<file path="src/rtl/prog_loader.sv">
// -----------------------------------------------------------------------------
// prog_loader
//
// Receives a framed byte stream (LEN, N data bytes, CSUM) over a valid/ready
// handshake and writes the data bytes into the CPU program memory starting at
// address 0. The CPU is held frozen for the whole session. A good checksum
// ends with a one-cycle CPU reset pulse and releases the CPU. A bad length,
// a bad checksum or an abort leaves the CPU frozen and raises err.
//
// Ports:
//   clk        system clock, rising edge
//   rst        asynchronous reset, active low
//   start      one-cycle request to begin a session (IDLE/DONE/ERROR only)
//   abort      cancels an active session (LEN/DATA/CSUM only)
//   rx_valid   rx_data holds a byte
//   rx_data    incoming stream byte
//   rx_ready   loader accepts a byte this cycle
//   ram_we     memory write strobe, one cycle per data byte
//   ram_addr   memory write address
//   ram_wdata  memory write data
//   cpu_hold   CPU halt request, 1 = frozen
//   cpu_rst    one-cycle CPU reset pulse on successful release
//   busy       a session is active
//   done       sticky: last session succeeded
//   err        sticky: last session failed
// -----------------------------------------------------------------------------
module prog_loader #(
    parameter int ADDR_W = 4,
    parameter int DATA_W = 8,
    parameter int DEPTH  = 16
) (
    input  logic              clk,
    input  logic              rst,
    input  logic              start,
    input  logic              abort,
    input  logic              rx_valid,
    input  logic [DATA_W-1:0] rx_data,
    output logic              rx_ready,
    output logic              ram_we,
    output logic [ADDR_W-1:0] ram_addr,
    output logic [DATA_W-1:0] ram_wdata,
    output logic              cpu_hold,
    output logic              cpu_rst,
    output logic              busy,
    output logic              done,
    output logic              err
);

    // One extra bit so that a length of DEPTH and the final index both fit
    // without wrapping.
    localparam int CNT_W = ADDR_W + 1;

    typedef enum logic [2:0] {
        S_IDLE,
        S_LEN,
        S_DATA,
        S_CSUM,
        S_RELEASE,
        S_DONE,
        S_ERROR
    } state_e;

    state_e              state_q, state_d;
    logic [CNT_W-1:0]    len_q, len_d;
    logic [CNT_W-1:0]    idx_q, idx_d;
    logic [DATA_W-1:0]   sum_q, sum_d;
    logic                ram_we_q, ram_we_d;
    logic [ADDR_W-1:0]   ram_addr_q, ram_addr_d;
    logic [DATA_W-1:0]   ram_wdata_q, ram_wdata_d;
    logic                rx_ready_q, busy_q, cpu_hold_q, cpu_rst_q, done_q, err_q;

    logic                accept;
    logic [DATA_W-1:0]   csum_total;

    assign accept     = rx_valid && rx_ready_q;
    assign csum_total = sum_q + rx_data;

    // NOTE: every variable assigned here gets a default first, so no path
    // through the case statement leaves one unassigned and infers a latch.
    always_comb begin
        state_d     = state_q;
        len_d       = len_q;
        idx_d       = idx_q;
        sum_d       = sum_q;
        ram_we_d    = 1'b0;
        ram_addr_d  = ram_addr_q;
        ram_wdata_d = ram_wdata_q;

        case (state_q)
            S_IDLE, S_DONE, S_ERROR: begin
                if (start) begin
                    state_d = S_LEN;
                    idx_d   = '0;
                    sum_d   = '0;
                end
            end
            S_LEN: begin
                // abort wins over a byte offered in the same cycle
                if (abort) begin
                    state_d = S_ERROR;
                end else if (accept) begin
                    if (rx_data == '0 || int'(rx_data) > DEPTH) begin
                        state_d = S_ERROR;
                    end else begin
                        len_d   = CNT_W'(rx_data);
                        state_d = S_DATA;
                    end
                end
            end
            S_DATA: begin
                if (abort) begin
                    state_d = S_ERROR;
                end else if (accept) begin
                    ram_we_d    = 1'b1;
                    ram_addr_d  = idx_q[ADDR_W-1:0];
                    ram_wdata_d = rx_data;
                    sum_d       = sum_q + rx_data;
                    idx_d       = idx_q + CNT_W'(1);
                    if (idx_q + CNT_W'(1) == len_q) begin
                        state_d = S_CSUM;
                    end
                end
            end
            S_CSUM: begin
                if (abort) begin
                    state_d = S_ERROR;
                end else if (accept) begin
                    state_d = (csum_total == '0) ? S_RELEASE : S_ERROR;
                end
            end
            S_RELEASE: state_d = S_DONE;
            default:   state_d = S_IDLE;
        endcase
    end

    // All outputs are registered and decoded from the next state, so they
    // change on the same edge as the state they describe. done/err stay set
    // for as long as the FSM rests in DONE/ERROR, which makes them sticky
    // until the next accepted start.
    // NOTE: sequential state uses non-blocking assignments only, so every
    // register samples values from before the edge regardless of order.
    always_ff @(posedge clk or negedge rst) begin
        if (!rst) begin
            state_q     <= S_IDLE;
            len_q       <= '0;
            idx_q       <= '0;
            sum_q       <= '0;
            ram_we_q    <= 1'b0;
            ram_addr_q  <= '0;
            ram_wdata_q <= '0;
            rx_ready_q  <= 1'b0;
            busy_q      <= 1'b0;
            cpu_hold_q  <= 1'b0;
            cpu_rst_q   <= 1'b0;
            done_q      <= 1'b0;
            err_q       <= 1'b0;
        end else begin
            state_q     <= state_d;
            len_q       <= len_d;
            idx_q       <= idx_d;
            sum_q       <= sum_d;
            ram_we_q    <= ram_we_d;
            ram_addr_q  <= ram_addr_d;
            ram_wdata_q <= ram_wdata_d;
            rx_ready_q  <= state_d inside {S_LEN, S_DATA, S_CSUM};
            busy_q      <= state_d inside {S_LEN, S_DATA, S_CSUM, S_RELEASE};
            cpu_hold_q  <= state_d inside {S_LEN, S_DATA, S_CSUM, S_RELEASE, S_ERROR};
            cpu_rst_q   <= (state_d == S_RELEASE);
            done_q      <= (state_d == S_DONE);
            err_q       <= (state_d == S_ERROR);
        end
    end

    assign rx_ready  = rx_ready_q;
    assign ram_we    = ram_we_q;
    assign ram_addr  = ram_addr_q;
    assign ram_wdata = ram_wdata_q;
    assign cpu_hold  = cpu_hold_q;
    assign cpu_rst   = cpu_rst_q;
    assign busy      = busy_q;
    assign done      = done_q;
    assign err       = err_q;

endmodule
</file>
<file path="config.mk">
export PLATFORM = sky130hd
export DESIGN_NAME = prog_loader
export DESIGN_NICKNAME = d
export VERILOG_FILES = /design/src/rtl/prog_loader.sv
export SDC_FILE = /design/constraint.sdc
export NUM_CORES = 1
export LEC_CHECK = 0
export ABC_AREA = 1
export CORE_ASPECT_RATIO = 1.4
export CORE_MARGIN = 4
export CORE_UTILIZATION = 35
export DETAILED_ROUTE_END_ITERATION = 8
export PLACE_DENSITY = 0.58
export RECOVER_POWER = 25
export SYNTH_ARGS = -nofsm -noshare
export SYNTH_HDL_FRONTEND = slang
export SYNTH_SLANG_ARGS = --single-unit
</file>
<file path="constraint.sdc">
create_clock -name clk -period 1.85 [get_ports clk]
set_input_delay 0.185 -clock clk [delete_from_list [all_inputs] [get_ports clk]]
set_output_delay 0.185 -clock clk [all_outputs]
set_load 0.005 [all_outputs]
</file>
## Word-level counts from Yosys, hierarchy flattened

Index checks and enable logic that the tools add are counted.

| cells by class | value |
|---|---|
| add/subtract/negate cells | 2 |
| multipliers | 0 |
| divide/modulo/power cells | 0 |
| magnitude comparators | 1 |
| eq/ne operators | 16 |
| shifts and indexed selects | 0 |
| muxes and demuxes | 22 |
| bitwise operators | 2 |
| reductions and logical operators | 13 |

Operators with widths:

| operator | count |
|---|---|
| $mux W3 | 9 |
| $mux W8 | 3 |
| $eq A3 B3 Y1 const B | 6 |
| $logic_not A8 Y1 | 2 |
| $pmux W8 S2 | 1 |
| $mux W5 | 3 |
| $pmux W3 S5 | 1 |
| $eq A3 B2 Y1 const B | 4 |
| $pmux W5 S2 | 1 |
| $add A8 B8 Y8 | 1 |
| $gt A8 B5 Y1 const B | 1 |
| $reduce_and A4 Y1 | 2 |
| $eq A3 B1 Y1 const B | 2 |
| $ne A2 B2 Y1 const B | 3 |
| $add A5 B1 Y5 const B | 1 |
| $eq A5 B5 Y1 | 1 |
| $reduce_bool A5 Y1 | 1 |
| $reduce_bool A4 Y1 | 1 |
| $logic_not A3 Y1 | 1 |
| $mux W1 | 3 |
| $reduce_and A3 Y1 | 1 |
| $reduce_bool A3 Y1 | 1 |
| $reduce_or A3 Y1 | 1 |
| $mux W2 | 1 |
| 4 further kinds | 5 |

| storage, ports and cells | value |
|---|---|
| flip-flop bits (word level) | 40 |
| bits in latches | 0 |
| memory bits (writable) | 0 |
| memory bits (read-only) | 0 |
| output and inout bits | 19 |
| logic and storage cells | 69 |
| memories kept | 0 |

## Depth between registers and ports, before layout

| depth | value |
|---|---|
| depth in word-level cells | 8 |
| depth in mapped cells | 16 |
| depth with buffers taken out | 16 |

## Least setup slack after synthesis

No wires, ideal clock.

| timing | value |
|---|---|
| path type | reg2reg |
| start point | register sum_q[0] |
| end point | register cpu_rst_q (netlist: cpu_rst) |
| arrival time | 1880 ps |
| required time | 1779 ps |
| setup slack | -101 ps |
| stages on the path, launching flop included | 16 |
| period minus slack after synthesis | 1951 ps |
| cell sequence | dfrtp_1 -> ha_1 -> fa_1 -> nand2_1 -> nand2_1 -> nand3_2 -> nand2_1 -> nand2_1 -> nand2_1 -> nor2_1 -> nand2_1 -> nand2_1 -> nand2_1 -> a21oi_1 -> nand2_1 -> nor2_1 |

| on the way | value |
|---|---|
| longest elaborated chain between the ends | 7 |

Ends and longest elaborated chain:

| what | line | source |
|---|---|---|
| from (decl) | 66 | `logic [DATA_W-1:0] sum_q, sum_d;` |
| from (signal assigned) | 161 | `sum_q <= sum_d;` |
| $add A8 B8 Y8 | 76 | `assign csum_total = sum_q + rx_data;` |
| $logic_not A8 Y1 | 128 | `state_d = (csum_total == '0) ? S_RELEASE : S_ERROR;` |
| $mux W2 | 128 |  |
| $mux W3 | 127 | `end else if (accept) begin` |
| $mux W3 | 125 | `if (abort) begin` |
| $pmux W3 S5 | 89 | `case (state_q)` |
| $eq A3 B3 Y1 | 168 | `cpu_rst_q <= (state_d == S_RELEASE);` |
| to (signal assigned) | 168 |  |
| to (decl) | 70 | `logic rx_ready_q, busy_q, cpu_hold_q, cpu_rst_q, done_q, err_q;` |

No other way between the ends.
A chain may end at the register's enable or synchronous reset.

## Worst setup path after layout

| timing | value |
|---|---|
| start point | register sum_q[0] |
| end point | register cpu_hold_q (netlist: cpu_hold) |

| on the way | value |
|---|---|
| longest elaborated chain between the ends | 8 |

Ends and longest elaborated chain:

| what | line | source |
|---|---|---|
| $add A8 B8 Y8 (*) | 76 |  |
| $logic_not A8 Y1 (*) | 128 |  |
| $mux W2 (*) | 128 |  |
| $mux W3 (*) | 127 |  |
| $mux W3 (*) | 125 |  |
| $pmux W3 S5 (*) | 89 |  |
| $eq A3 B1 Y1 (tied with other cells) | 167 | `cpu_hold_q <= state_d inside {S_LEN, S_DATA, S_CSUM, S_RELEASE, S_ERROR};` |
| $reduce_bool A5 Y1 (*) | 167 |  |
| to (signal assigned) | 167 |  |
| to (decl) | 70 |  |

Every way passes the cells marked *; elsewhere a longest branch is shown, timed or not.

==> flow_results.xml <==
<?xml version="1.0" encoding="UTF-8"?>
<metrics>
  <group name="critical_path">
    <metric name="rr_endpoint" unit="">cpu_hold</metric>
    <metric name="cp.required" unit="ps">2030</metric>
    <metric name="critPathTopFamily" unit="">simple AND/OR/NAND/NOR gates</metric>
    <metric name="critPathLaunchType" unit="">flop</metric>
    <metric name="cp_data_arrival_time" unit="ps">2260</metric>
    <metric name="crit_path_start" unit="">sum_q[0]</metric>
    <metric name="worstReg2RegStart" unit="">sum_q[0]</metric>
    <metric name="crit_path_buf_inv_count" unit="">0</metric>
    <metric name="timing.critical_path.to" unit="">cpu_hold</metric>
    <metric name="critical_path_depth" unit="">16</metric>
    <metric name="critical_path_class" unit="">reg2reg</metric>
    <metric name="worstPathMaxFanout" unit="">3</metric>
    <metric name="slowest_cp_cell" unit="">fa_2</metric>
    <metric name="timing.critical_path.cells" unit="">ha_2, fa_2, nand2_2, nand2_2, nand3_2, nand2_1, nand2_1, nand2_2, nor2_2, nand2_1, nand2_1, nand2_2, nand2_2, nand4_1, nand2_2, nand2_1</metric>
    <metric name="worst-r2r-setup-slack" unit="ps">-230</metric>
    <metric name="timing.reg2reg.worst_path_depth" unit="">16</metric>
    <metric name="setup.worst_path.end_class" unit="">flop</metric>
    <metric name="timing.critical_path.slowest_cell_delay" unit="ps">400</metric>
    <metric name="critical_path.most_common_cell" unit="">nand2_2</metric>
  </group>
  <group name="sta">
    <metric name="fmaxAchievable" unit="MHz">480</metric>
    <metric name="min_period" unit="ps">2080</metric>
    <metric name="final_setup_violation_count" unit="">6</metric>
    <metric name="rsz_0062_raised_after_global_routing" unit="">yes</metric>
    <metric name="worst-slew-pin-transition" unit="ps">889</metric>
    <metric name="timing_max_transition_violations_final" unit="">0</metric>
    <metric name="setup_ws" unit="ps">-232</metric>
    <metric name="hold-worst-slack" unit="ps">443</metric>
    <metric name="timing.final.hold_violations" unit="">0</metric>
    <metric name="fin_worst_skew" unit="ps">7.32</metric>
    <metric name="slew-limit-headroom" unit="">0.407</metric>
    <metric name="layout_worst_path_cycle_share" unit="">1.13</metric>
  </group>
  <group name="clock_tree">
    <metric name="cts_max_level" unit="">2</metric>
    <metric name="max-clock-path-buffers" unit="">2</metric>
    <metric name="cts_root_buf" unit="">clkbuf_8</metric>
    <metric name="clk_pin_slew" unit="ps">80</metric>
    <metric name="worst_skew_pair.late_latency" unit="ps">290</metric>
    <metric name="tritoncts_clock_tree" unit="">done</metric>
    <metric name="clock_sink_count" unit="">40</metric>
    <metric name="cts_made_buffers" unit="">5</metric>
  </group>
  <group name="floorplanning">
    <metric name="floorplan.initialDensity" unit="">0.358</metric>
    <metric name="dieHeight" unit="µm">102</metric>
    <metric name="rows" unit="">34</metric>
    <metric name="floorplan.die_area" unit="mm²">0.00766</metric>
    <metric name="core" unit="mm²">0.00617</metric>
    <metric name="io-pin-count" unit="">32</metric>
    <metric name="die-width" unit="µm">75.1</metric>
  </group>
  <group name="layout">
    <metric name="design_area" unit="mm²">0.00298</metric>
    <metric name="final_layout_size_suffix_gt1_frac" unit="">0.191</metric>
    <metric name="syn_to_final_growth" unit="%">34.7</metric>
    <metric name="insertedDiodeCount" unit="">0</metric>
    <metric name="fillers" unit="">617</metric>
    <metric name="finalNetCount" unit="">372</metric>
  </group>
  <group name="synth">
    <metric name="synthAdderAreaFrac" unit="">0.0544</metric>
    <metric name="syn_inst" unit="">284</metric>
    <metric name="yosysUniqueCellTypes" unit="">32</metric>
    <metric name="yosys_register_bits" unit="">40</metric>
    <metric name="synth.top_cells.by_area" unit="">dfrtp_1 45%, nand2_1 14%, inv_1 8.2%, ha_1 4.5%, nand3_1 4.1%</metric>
    <metric name="synth_compound_gate_area_share" unit="">0.0946</metric>
    <metric name="post_synth_mux_area_share" unit="">0.00453</metric>
    <metric name="netlist_area" unit="mm²">0.00221</metric>
    <metric name="synth_edf_count" unit="">0</metric>
    <metric name="synth_area_per_cell" unit="µm²">7.78</metric>
    <metric name="yosys-top-cells-count" unit="">83 x nand2_1, 48 x inv_1, 40 x dfrtp_1, 18 x nand3_1, 18 x nor2_1</metric>
    <metric name="fraction_of_registers_with_async_set_or_reset_after_synthesis" unit="">1.00</metric>
    <metric name="synthesized_netlist_net_count" unit="">306</metric>
    <metric name="yosys_top_cell_area_share" unit="">0.453</metric>
    <metric name="synthMostInstantiatedCell" unit="">nand2_1</metric>
    <metric name="synth.largest_area_cell" unit="">dfrtp_1</metric>
    <metric name="main_combinational_cell_family_by_area_after_synthesis" unit="">simple AND/OR/NAND/NOR gates</metric>
    <metric name="synth_flop_type" unit="">dfrtp_1</metric>
    <metric name="post_synth_xor_area_fraction" unit="">0.0238</metric>
    <metric name="synthesis.yosys.warnings" unit="">0</metric>
    <metric name="synth-seq-area-share" unit="">0.453</metric>
    <metric name="synth_simple_gate_area_share" unit="">0.267</metric>
  </group>
  <group name="placement">
    <metric name="dpl_cell_area" unit="mm²">0.00278</metric>
    <metric name="place_hpwl" unit="µm">3870</metric>
    <metric name="pre_cts_ws" unit="ps">-533</metric>
    <metric name="io_buffers" unit="">31</metric>
    <metric name="place.gp.congestion" unit="">0.825</metric>
  </group>
  <group name="grt">
    <metric name="number_of_antenna_violations_at_the_first_check_in_global_routing" unit="">0</metric>
    <metric name="grtUsageMet1" unit="">0.177</metric>
    <metric name="global_route.usage.total" unit="">0.144</metric>
    <metric name="grt_pass1_wl" unit="µm">8650</metric>
    <metric name="largest_net_degree_at_the_start_of_global_routing" unit="">19</metric>
    <metric name="vias_in_the_first_global_route" unit="">1948</metric>
    <metric name="met3_usage" unit="">0.0187</metric>
    <metric name="gr-total-overflow" unit="">0</metric>
    <metric name="use_met2" unit="">0.252</metric>
    <metric name="top_usage_layer" unit="">met2</metric>
  </group>
  <group name="detailed_routing">
    <metric name="post-route-drc-count" unit="">0</metric>
    <metric name="route.detailed.wl_per_inst" unit="µm">11.7</metric>
    <metric name="drt-vias-per-instance" unit="">4.56</metric>
    <metric name="drt_pass1_iterations" unit="">4</metric>
    <metric name="vias" unit="">1928</metric>
    <metric name="detailedRoute.firstIterationViolations" unit="">93</metric>
    <metric name="route.final.wire_length" unit="µm">4940</metric>
    <metric name="antenna_left" unit="">0</metric>
  </group>
  <group name="run_status">
    <metric name="failed_checks" unit="">setup timing</metric>
    <metric name="outcome" unit="">finished with violations</metric>
  </group>
  <group name="run">
    <metric name="drv_cap" unit="">0</metric>
  </group>
  <group name="power">
    <metric name="ir_worst_vdd" unit="mV">0.421</metric>
    <metric name="powerDensity" unit="mW/mm²">1190</metric>
    <metric name="pleak" unit="µW">0.00148</metric>
  </group>
  <group name="hold_path">
    <metric name="hold_path_class" unit="">in2reg</metric>
  </group>
</metrics>
## state kept, by name (all words and copies together), names as in the netlist
register and cells:
state_q 3, len_q 5, ram_wdata 8, done 1, ram_we 1, busy 1
idx_q 5, ram_addr 4, cpu_hold 1, rx_ready 1, cpu_rst 1, sum_q 8
err 1
## layout by cell type (no fill, tap or decap), types with 2 or more instances in the layout
master	n
a21oi_1	7
a21oi_2	2
buf_4	32
clkbuf_8	5
clkdlybuf4s50_1	29
dfrtp_1	40
ha_1	7
inv_1	47
nand2_1	76
nand2_2	8
nand3_1	18
nand4_1	5
nor2_1	16
nor2_2	4
o21ai_0	17
o22ai_1	8
xnor2_1	3
xor2_1	2
## kinds of logic (layout without fill, tap and decap cells)
family / after synthesis / in the layout
AOI/OAI and AO/OA: 37 / 37
xor gates and xnor gates: 6 / 6
adders and majority gates: 9 / 9
buffers and inverters: 55 / 122
DFF: 40 / 40
muxes: 1 / 1
and+or+nand+nor: 136 / 136
## cell type report
| cell class | instances | area (µm²) | area share |
|---|---|---|---|
| multi-input combinational | 189 | 1030 | 0.347 |
| sequential | 40 | 1000 | 0.336 |
| timing repair buffer | 65 | 558 | 0.188 |
| inverter | 49 | 184 | 0.0618 |
| tap | 72 | 90.1 | 0.0303 |
| clock buffer | 5 | 68.8 | 0.0231 |
| clock inverter | 3 | 42.5 | 0.0143 |
## worst min path at each step
stage / cells past startpoint / from / slack (ps) / end
2_1_floorplan: 0 / rst / -110 / busy
3_3_place_gp: 1 / rst / 130 / cpu_rst
3_5_place_dp: 1 / rst / 120 / cpu_rst
4_1_cts: 2 / rst / 330 / len_q[3]
5_1_grt: 4 / rx_data[0] / 480 / len_q[0]
6_report: 4 / rx_data[0] / 440 / len_q[0]
## through the flow
| step | util | power (µW) | instances | setup TNS, ps |
|---|---|---|---|---|
| finish | 0.482 | 3540 | 423 | -1230 |
| global route | 0.482 | 3860 | 423 | -2410 |
| CTS | 0.475 | 3560 | 421 | -974 |
| detailed placement | 0.451 | 2800 | 409 | -3980 |
| global placement | 0.451 | 2780 | 409 | -3580 |
| floorplan | - | 2110 | 284 | -61.3 |
## power by group
part | switching (µW) | total (µW) | internal (µW)
sequential | 143 | 1230 | 1090
combinational | 816 | 1600 | 788
clock | 306 | 705 | 399
## repair_timing
item | in CTS | in global routing
setup buffers | 3 | 2
pin swaps | 3 | 11
hold endpoints to repair | 15 | 0
endpoints found under the setup margin | 6 | 7
hold buffers | 1 | 0
gates resized for setup | 3 | 11
## metal layers
layer | wire [µm] | up-vias | share of wire
li1 | - | 1024 | -
met1 | 2130 | 876 | 0.43
met2 | 2590 | 19 | 0.52
met3 | 110 | 9 | 0.022
met4 | 110 | 0 | 0.022
met5 | 0 | - | 0
## worst register-to-register path, stage by stage (launching register included)
cell and delay (ps):
dfrtp_1 390, ha_2 210, fa_2 400, nand2_2 80, nand2_2 60, nand3_2 60, nand2_1 50, nand2_1 70
nand2_2 60, nor2_2 100, nand2_1 60, nand2_1 80, nand2_2 70, nand2_2 70, nand4_1 90, nand2_2 90
nand2_1 50
(Power assumes the default switching activity.)
